<file path="config.mk">
export PLATFORM = sky130hd
export DESIGN_NAME = pc_sequencer
export DESIGN_NICKNAME = d
export VERILOG_FILES = /design/src/rtl/cpu_ctrl_pkg.sv /design/src/rtl/branch_resolve.sv /design/src/rtl/pc_sequencer.sv
export SDC_FILE = /design/constraint.sdc
export NUM_CORES = 1
export LEC_CHECK = 0
export ABC_AREA = 1
export CAP_MARGIN = 15
export CORE_ASPECT_RATIO = 0.9
export CORE_MARGIN = 10
export CORE_UTILIZATION = 45
export CTS_CLUSTER_DIAMETER = 150
export DETAILED_ROUTE_END_ITERATION = 8
export DONT_BUFFER_PORTS = 1
export GPL_TIMING_DRIVEN = 0
export SLEW_MARGIN = 20
export SYNTH_ARGS = -nofsm -noshare
export SYNTH_HDL_FRONTEND = slang
export SYNTH_HIERARCHICAL = 1
export SYNTH_SLANG_ARGS = --single-unit
export TNS_END_PERCENT = 1
</file>
<file path="constraint.sdc">
create_clock -name clk -period 2.12 [get_ports clk]
set_input_delay 0.424 -clock clk [delete_from_list [all_inputs] [get_ports clk]]
set_output_delay 0.424 -clock clk [all_outputs]
set_load 0.03 [all_outputs]
</file>
<file path="src/rtl/cpu_ctrl_pkg.sv">
// Shared control definitions: sequencer states, RV32I major opcodes, pc_control bit map.
`default_nettype none

package cpu_ctrl_pkg;

  typedef enum logic [2:0] {
    BOOT   = 3'd0,
    FETCH  = 3'd1,
    DECODE = 3'd2,
    EXEC   = 3'd3,
    MEM    = 3'd4,
    UPDATE = 3'd5,
    HALT   = 3'd6
  } seq_state_t;

  localparam logic [6:0] OP_LUI    = 7'b0110111;
  localparam logic [6:0] OP_AUIPC  = 7'b0010111;
  localparam logic [6:0] OP_JAL    = 7'b1101111;
  localparam logic [6:0] OP_JALR   = 7'b1100111;
  localparam logic [6:0] OP_BRANCH = 7'b1100011;
  localparam logic [6:0] OP_LOAD   = 7'b0000011;
  localparam logic [6:0] OP_STORE  = 7'b0100011;
  localparam logic [6:0] OP_IMM    = 7'b0010011;
  localparam logic [6:0] OP_OP     = 7'b0110011;
  localparam logic [6:0] OP_SYSTEM = 7'b1110011;

  localparam int PCC_RESET = 3;
  localparam int PCC_EN    = 2;
  localparam int PCC_SRC   = 1;
  localparam int PCC_JALR  = 0;

  function automatic logic is_known_op(input logic [6:0] op);
    logic known;
    known = 1'b0;
    case (op)
      OP_LUI, OP_AUIPC, OP_JAL, OP_JALR, OP_BRANCH,
      OP_LOAD, OP_STORE, OP_IMM, OP_OP, OP_SYSTEM: known = 1'b1;
      default:                                     known = 1'b0;
    endcase
    return known;
  endfunction

  function automatic logic op_writes_rd(input logic [6:0] op);
    logic wr;
    wr = 1'b0;
    case (op)
      OP_LUI, OP_AUIPC, OP_JAL, OP_JALR, OP_IMM, OP_OP, OP_LOAD: wr = 1'b1;
      default:                                                   wr = 1'b0;
    endcase
    return wr;
  endfunction

  function automatic logic op_is_mem(input logic [6:0] op);
    return (op == OP_LOAD) || (op == OP_STORE);
  endfunction

endpackage

`default_nettype wire

</file>
<file path="src/rtl/branch_resolve.sv">
// Conditional-branch decision from funct3 and the ALU rs1/rs2 compare flags.
`default_nettype none

module branch_resolve (
  input  logic [2:0] funct3,
  input  logic       br_eq,
  input  logic       br_lt,
  input  logic       br_ltu,
  output logic       taken
);

  always_comb begin
    taken = 1'b0;
    case (funct3)
      3'b000:  taken = br_eq;
      3'b001:  taken = ~br_eq;
      3'b100:  taken = br_lt;
      3'b101:  taken = ~br_lt;
      3'b110:  taken = br_ltu;
      3'b111:  taken = ~br_ltu;
      default: taken = 1'b0;
    endcase
  end

endmodule

`default_nettype wire

</file>
<file path="src/rtl/pc_sequencer.sv">
// Multi-cycle fetch/decode/execute sequencer driving PC control, memory handshakes and retire count.
`default_nettype none

module pc_sequencer
  import cpu_ctrl_pkg::*;
#(
  parameter int RETIRE_W        = 32,
  parameter bit HALT_ON_ILLEGAL = 1'b1
) (
  input  logic                clk,
  input  logic                rst_n,
  output logic                imem_req,
  input  logic                imem_ack,
  input  logic [31:0]         instr,
  output logic                dmem_req,
  input  logic                dmem_ack,
  input  logic                br_eq,
  input  logic                br_lt,
  input  logic                br_ltu,
  output logic [3:0]          pc_control,
  output logic [31:0]         ir,
  output logic                reg_we,
  output logic                halted,
  output logic [RETIRE_W-1:0] retired
);

  seq_state_t          state;
  seq_state_t          state_nxt;
  logic [31:0]         ir_q;
  logic                taken_q;
  logic                taken_w;
  logic [RETIRE_W-1:0] retired_q;
  logic [6:0]          opcode;

  assign opcode  = ir_q[6:0];
  assign ir      = ir_q;
  assign retired = retired_q;

  branch_resolve u_branch_resolve (
    .funct3 (ir_q[14:12]),
    .br_eq  (br_eq),
    .br_lt  (br_lt),
    .br_ltu (br_ltu),
    .taken  (taken_w)
  );

  always_ff @(posedge clk or negedge rst_n) begin
    if (!rst_n) begin
      state <= BOOT;
    end else begin
      state <= state_nxt;
    end
  end

  // Flags are only meaningful in EXEC, so taken is captured there and held through UPDATE.
  always_ff @(posedge clk or negedge rst_n) begin
    if (!rst_n) begin
      ir_q      <= '0;
      taken_q   <= 1'b0;
      retired_q <= '0;
    end else begin
      if (state == FETCH && imem_ack) begin
        ir_q <= instr;
      end
      if (state == EXEC) begin
        taken_q <= taken_w;
      end
      if (state == UPDATE) begin
        retired_q <= retired_q + RETIRE_W'(1);
      end
    end
  end

  always_comb begin
    state_nxt  = state;
    imem_req   = 1'b0;
    dmem_req   = 1'b0;
    reg_we     = 1'b0;
    halted     = 1'b0;
    pc_control = 4'b0000;
    case (state)
      BOOT: begin
        pc_control[PCC_RESET] = 1'b1;
        state_nxt             = FETCH;
      end
      FETCH: begin
        imem_req = 1'b1;
        if (imem_ack) begin
          state_nxt = DECODE;
        end
      end
      DECODE: begin
        if (opcode == OP_SYSTEM) begin
          state_nxt = HALT;
        end else if (HALT_ON_ILLEGAL && !is_known_op(opcode)) begin
          state_nxt = HALT;
        end else begin
          state_nxt = EXEC;
        end
      end
      EXEC: begin
        state_nxt = op_is_mem(opcode) ? MEM : UPDATE;
      end
      MEM: begin
        dmem_req = 1'b1;
        if (dmem_ack) begin
          state_nxt = UPDATE;
        end
      end
      UPDATE: begin
        pc_control[PCC_EN] = 1'b1;
        reg_we             = op_writes_rd(opcode);
        case (opcode)
          OP_JAL:    pc_control[PCC_SRC]  = 1'b1;
          OP_JALR:   pc_control[PCC_JALR] = 1'b1;
          OP_BRANCH: pc_control[PCC_SRC]  = taken_q;
          default:   pc_control[PCC_SRC]  = 1'b0;
        endcase
        state_nxt = FETCH;
      end
      HALT: begin
        halted = 1'b1;
      end
      default: begin
        state_nxt = BOOT;
      end
    endcase
  end

endmodule

`default_nettype wire

</file>
# Yosys cells after proc, flatten, opt, wreduce, memory -nomap -nowiden
# Index checks and enable logic that the tools add are counted.
[classes] n_addsub=1 eq_ne=23 muxes=19 n_bitwise=4 n_reduce_logical=8
[op_table] cell="32-bit by 1-bit adder with 32-bit output (second input constant)" n=1
[op_table] cell="7-bit == test (second input constant)" n=4
[op_table] cell="3-bit == test (second input constant)" n=7
[op_table] cell="7-bit by 6-bit == test with 1-bit output (second input constant)" n=3
[op_table] cell="3-bit one-hot mux with 6 select lines" n=1
[op_table] cell="3-bit two-way mux" n=5
[op_table] cell="7-bit by 5-bit == test with 1-bit output (second input constant)" n=2
[op_table] cell="1-bit two-way mux" n=11
[op_table] cell="10-bit OR reduction" n=1
[op_table] cell="7-bit by 2-bit == test with 1-bit output (second input constant)" n=1
[op_table] cell="7-bit OR reduction" n=1
[op_table] cell="3-bit by 1-bit == test with 1-bit output (second input constant)" n=2
[op_table] cell="3-bit by 2-bit == test with 1-bit output (second input constant)" n=2
[op_table] cell="3-bit logical NOT" n=2
[op_table] cell="1-bit one-hot mux with 6 select lines" n=1
[op_table] cell="2-bit != test (second input constant)" n=2
[op_table] cell="1-bit inverter" n=4
[op_table] cell="3-bit AND reduction" n=1
[op_table] cell="1-bit one-hot mux with 2 select lines" n=1
[op_table] cell="2-bit OR reduction" n=1
[op_table] cell="1-bit logical AND" n=1
[op_table] cell="1-bit logical OR" n=1
[word_totals] ff_bits=68 input_bits=39 out_inout_bits=72 word_cells=59

# Depth between registers and ports, before layout
[logic_depth] depth_word=8 depth_mapped=11 depth_no_buf=11

# Cells and area by module
# The synthesis kept the hierarchy.
[modules_own_cells] mod="pc_sequencer" instances=1 cells_per_inst=395 area_per_inst_um2=3523.4 seq_area_each_um2=1701.6
[modules_own_cells] mod="branch_resolve" instances=1 cells_per_inst=16 area_per_inst_um2=68.8 seq_area_each_um2=0.0

# Least setup slack after synthesis
# No wires, ideal clock.
[synth_path] path_type="register to output" startpoint="register ir_q[4], in the netlist ir[4]" endpoint="output port reg_we" t_arrival_ns=1.556 required_time_ns=1.696 setup_slack_ns=0.140 path_stages_with_launch=8 path_buffers=0 cell_sequence="dfrtp_1 -> inv_1 -> nand2_1 -> nor2_1 -> nand2_1 -> nand2_1 -> nor2_1 -> a31oi_1"
[synth_via] elab_chain_len=4 word_cells_on_any_way=10 cone_classes="7 x eq/ne; 2 x mux; 1 x reduce/logical"
[synth_lines] item="from (decl)" line_no="pc_sequencer.sv:29" rtl="logic [31:0] ir_q;"
[synth_lines] item="from (signal assigned)" line_no="pc_sequencer.sv:63" rtl="ir_q <= instr;"
[synth_lines] item="7-bit by 2-bit == test with 1-bit output, or another cell as far along" line_no="cpu_ctrl_pkg.sv:46" rtl="case (op)"
[synth_lines] item="7-bit OR reduction (*)" line_no="cpu_ctrl_pkg.sv:46"
[synth_lines] item="1-bit two-way mux (*)" line_no="cpu_ctrl_pkg.sv:46"
[synth_lines] item="1-bit two-way mux (*)" line_no="pc_sequencer.sv:81" rtl="case (state)"
[synth_lines] item="to (decl)" line_no="pc_sequencer.sv:22" rtl="output logic reg_we,"
# Every way passes the cells marked *; elsewhere a longest branch is shown, timed or not.

# Worst setup path in the final report
[layout_path] startpoint="register ir_q[3], in the netlist ir[3]" endpoint="output port reg_we"
# Same word-level chain as after synthesis.

==> run summary <==
FF-to-FF Start = retired[14]
post-DP HPWL = 6510 µm
TritonCTS clock tree = yes
Final Cycle Share = 100%
largest net degree at the start of global routing = 69
R2R depth = 7
r2r endpoint = retired[21]
layout cells sized above 1 = 22.8%
IO Count = 111
Hold Violations, Final = 0
Worst Setup End Kind = primary output
die height = 105 µm
Layout area overhead = 13.5%
Max Cap Viol = 0
worst slack, placed = -0.0759 ns
P_int = 2.86 mW
vias per std cell = 5.01
Worst Setup SP = ir[3]
routability cong. = 0.803
RSZ-0062 raised after global routing = true
clock period minus worst slack = 2.13 ns
DRT Wirelength = 8610 µm
Starting Density = 46.9%
FF/Latch Area = 0.00171 mm²
# fillers = 749
register area share after synthesis = 47.4%
CTS root buffer = clkbuf_8
Critical Path RT = 1.70 ns
Slew Viols, Final = 0
final worst slack = -0.00794 ns
Die X = 114 µm
violated checks = negative setup slack
DP Area = 0.00371 mm²
starting DRC count in detailed routing = 91
start point of the worst hold path = instr[29]
H-tree depth = 3
remaining global-route overflow = 0
# port buffers = 0
Max Root-Sink Buffers = 2
sequential share of power = 54.8%
Seq cells post-synth = 68
worst reg-to-reg setup slack = 0.23 ns
achievable clock frequency = 0.470 GHz
post-detailed-route count of antenna-violating nets = 0
synth unique cells = 30
Hold WC Path Type = in2reg
Final nets = 471
Pre-antenna DRT Iters = 4
status = complete, but fails checks
Logic pwr share = 27.8%
Setup crit start kind = flip-flop
global-route wire length before repair = 13500 µm
CP Max Fanout = 4
hold endpoint = ir[29]
Slew @ Worst Pin = 0.644 ns
Final Instance Area = 0.00408 mm²
Syn. warnings = 6
initial antenna violation count = 0
final worst clock skew = 0.00681 ns
max_slew headroom = 56.8%
setup violators final = 1
total track usage = 13.9%
area of the multi-input gates = 0.00176 mm²
Worst-Skew Late Latency = 0.34 ns
mapped cell area = 0.00359 mm²
post-synthesis cell count = 411
Synthesized Nets = 451
DRC = 0
Reg clk slew, reported paths = 0.07 ns
die area = 0.0120 mm²
ant diodes = 0
sw frac = 45.2%
CP arrival = 1.70 ns
clock share of power = 17.4%
vias in the first global route = 2622
most frequent cells in the layout = 116 x nand2_1, 58 x dfrtp_1, 43 x inv_1
# rows = 30
core area = 0.00766 mm²
worst hold stages = 1
Sw Pwr = 2.36 mW
CTS Sinks = 68
maximum VDD drop = 1020 µV
Leak Pwr = 1.95 nW
routed vias = 2654
Cell Pwr Density = 1280 mW/mm²
most common cell after layout, fill and taps aside = nand2_1
CP Class = reg2out
Syn Area/Cell = 8.74 µm²
routed length per instance = 16.3 µm
Num CTS Buffers = 9
-- flip-flops by register name, indices dropped and copies added (netlist names) --
register / flops
state: 3
retired: 32
taken_q: 1
ir: 32
-- worst max-delay path, cell delays in order, from the launching register on --
cell,delay [ns]
dfrtp_2,0.50
inv_2,0.11
nand2_1,0.11
nor2_4,0.14
nand2_2,0.07
nand2_2,0.08
nor2_4,0.05
a31oi_4,0.29
-- logic make-up (layout without fill, tap and decap cells) --
logic type,Yosys count,count (layout),synth area share [%]
adder cells (fa/ha/maj),1,1,0.348
XOR/XNOR,22,22,5.36
AND/OR/NAND/NOR,229,229,28.3
AO/OA/AOI/OAI,8,8,1.15
buffers and inverters,55,78,6.41
multiplexers,28,28,11.1
flip-flops,68,68,47.4
-- cell usage after synthesis, drive strengths merged --
| cell | number | area share, % |
|---|---|---|
| a21oi | 5 | 0.70 |
| a31oi | 1 | 0.17 |
| and2 | 1 | 0.17 |
| buf | 4 | 1.1 |
| dfrtp | 68 | 47 |
| ha | 1 | 0.35 |
| inv | 51 | 5.3 |
| mux2 | 28 | 11 |
| nand2 | 126 | 13 |
| nand2b | 1 | 0.17 |
| nand3 | 22 | 3.6 |
| nand3b | 3 | 0.63 |
| nand4 | 6 | 1.2 |
| nor2 | 55 | 7.0 |
| nor3 | 14 | 2.0 |
| o21ai | 2 | 0.28 |
| or2 | 1 | 0.17 |
| xnor2 | 6 | 1.5 |
| xor2 | 16 | 3.9 |
-- power by group through the flow --
stage	logic [mW]	registers, mW	clock network, mW
2_1_floorplan	1.15	2.69	0
3_3_place_gp	1.27	2.85	0
3_5_place_dp	1.30	2.85	0
4_1_cts	1.34	2.85	0.952
5_1_grt	1.59	2.94	1.01
6_report	1.45	2.87	0.909
-- stage by stage --
step	TNS, ns	total power [mW]	hold WS, ns	std cells	util, %
floorplan	0	3.84	0.128	411	-
global placement	-0.0858	4.11	0.131	507	48.5
detailed placement	-0.0759	4.15	0.131	507	48.5
CTS	-0.251	5.14	0.210	523	51.5
global route	-0.141	5.54	0.202	530	53.3
finish	-0.00794	5.23	0.226	530	53.3
-- area by class of cell --
| cell class | count | area share [%] |
|---|---|---|
| timing repair buffer | 9 | 2.21 |
| clock inverter | 2 | 0.307 |
| inverter | 51 | 4.82 |
| clock buffer | 12 | 3.56 |
| sequential | 68 | 42.0 |
| tap | 96 | 2.94 |
| multi-input combinational | 288 | 43.1 |
| buffer | 4 | 1.01 |
-- layer usage --
metal	share of wire [%]	wire, µm	track usage [%]
met1	41	3540	16.0
met2	46	4000	21.7
met3	11	981	7.95
met4	1.1	95	3.85
met5	0	0	0
-- worst max-delay path by stage --
stage | endpoint | depth (start not counted) | slack (ns)
floorplan | reg_we | 7 | 0.14
global placement | reg_we | 7 | -0.09
detailed placement | reg_we | 6 | -0.08
CTS | reg_we | 7 | -0.12
global route | reg_we | 7 | -0.10
finish | reg_we | 7 | -0.008
-- repair_timing --
| action | CTS | global route |
|---|---|---|
| buffers inserted | 0 | 7 |
| setup endpoints to repair | 4 | 4 |
| hold buffers | 2 | 0 |
| pin swaps | 0 | 7 |
| cloned | 0 | 0 |
| resized for setup | 11 | 31 |
| hold endpoints to repair | 68 | 0 |
Power figures use the tool's default switching activity.
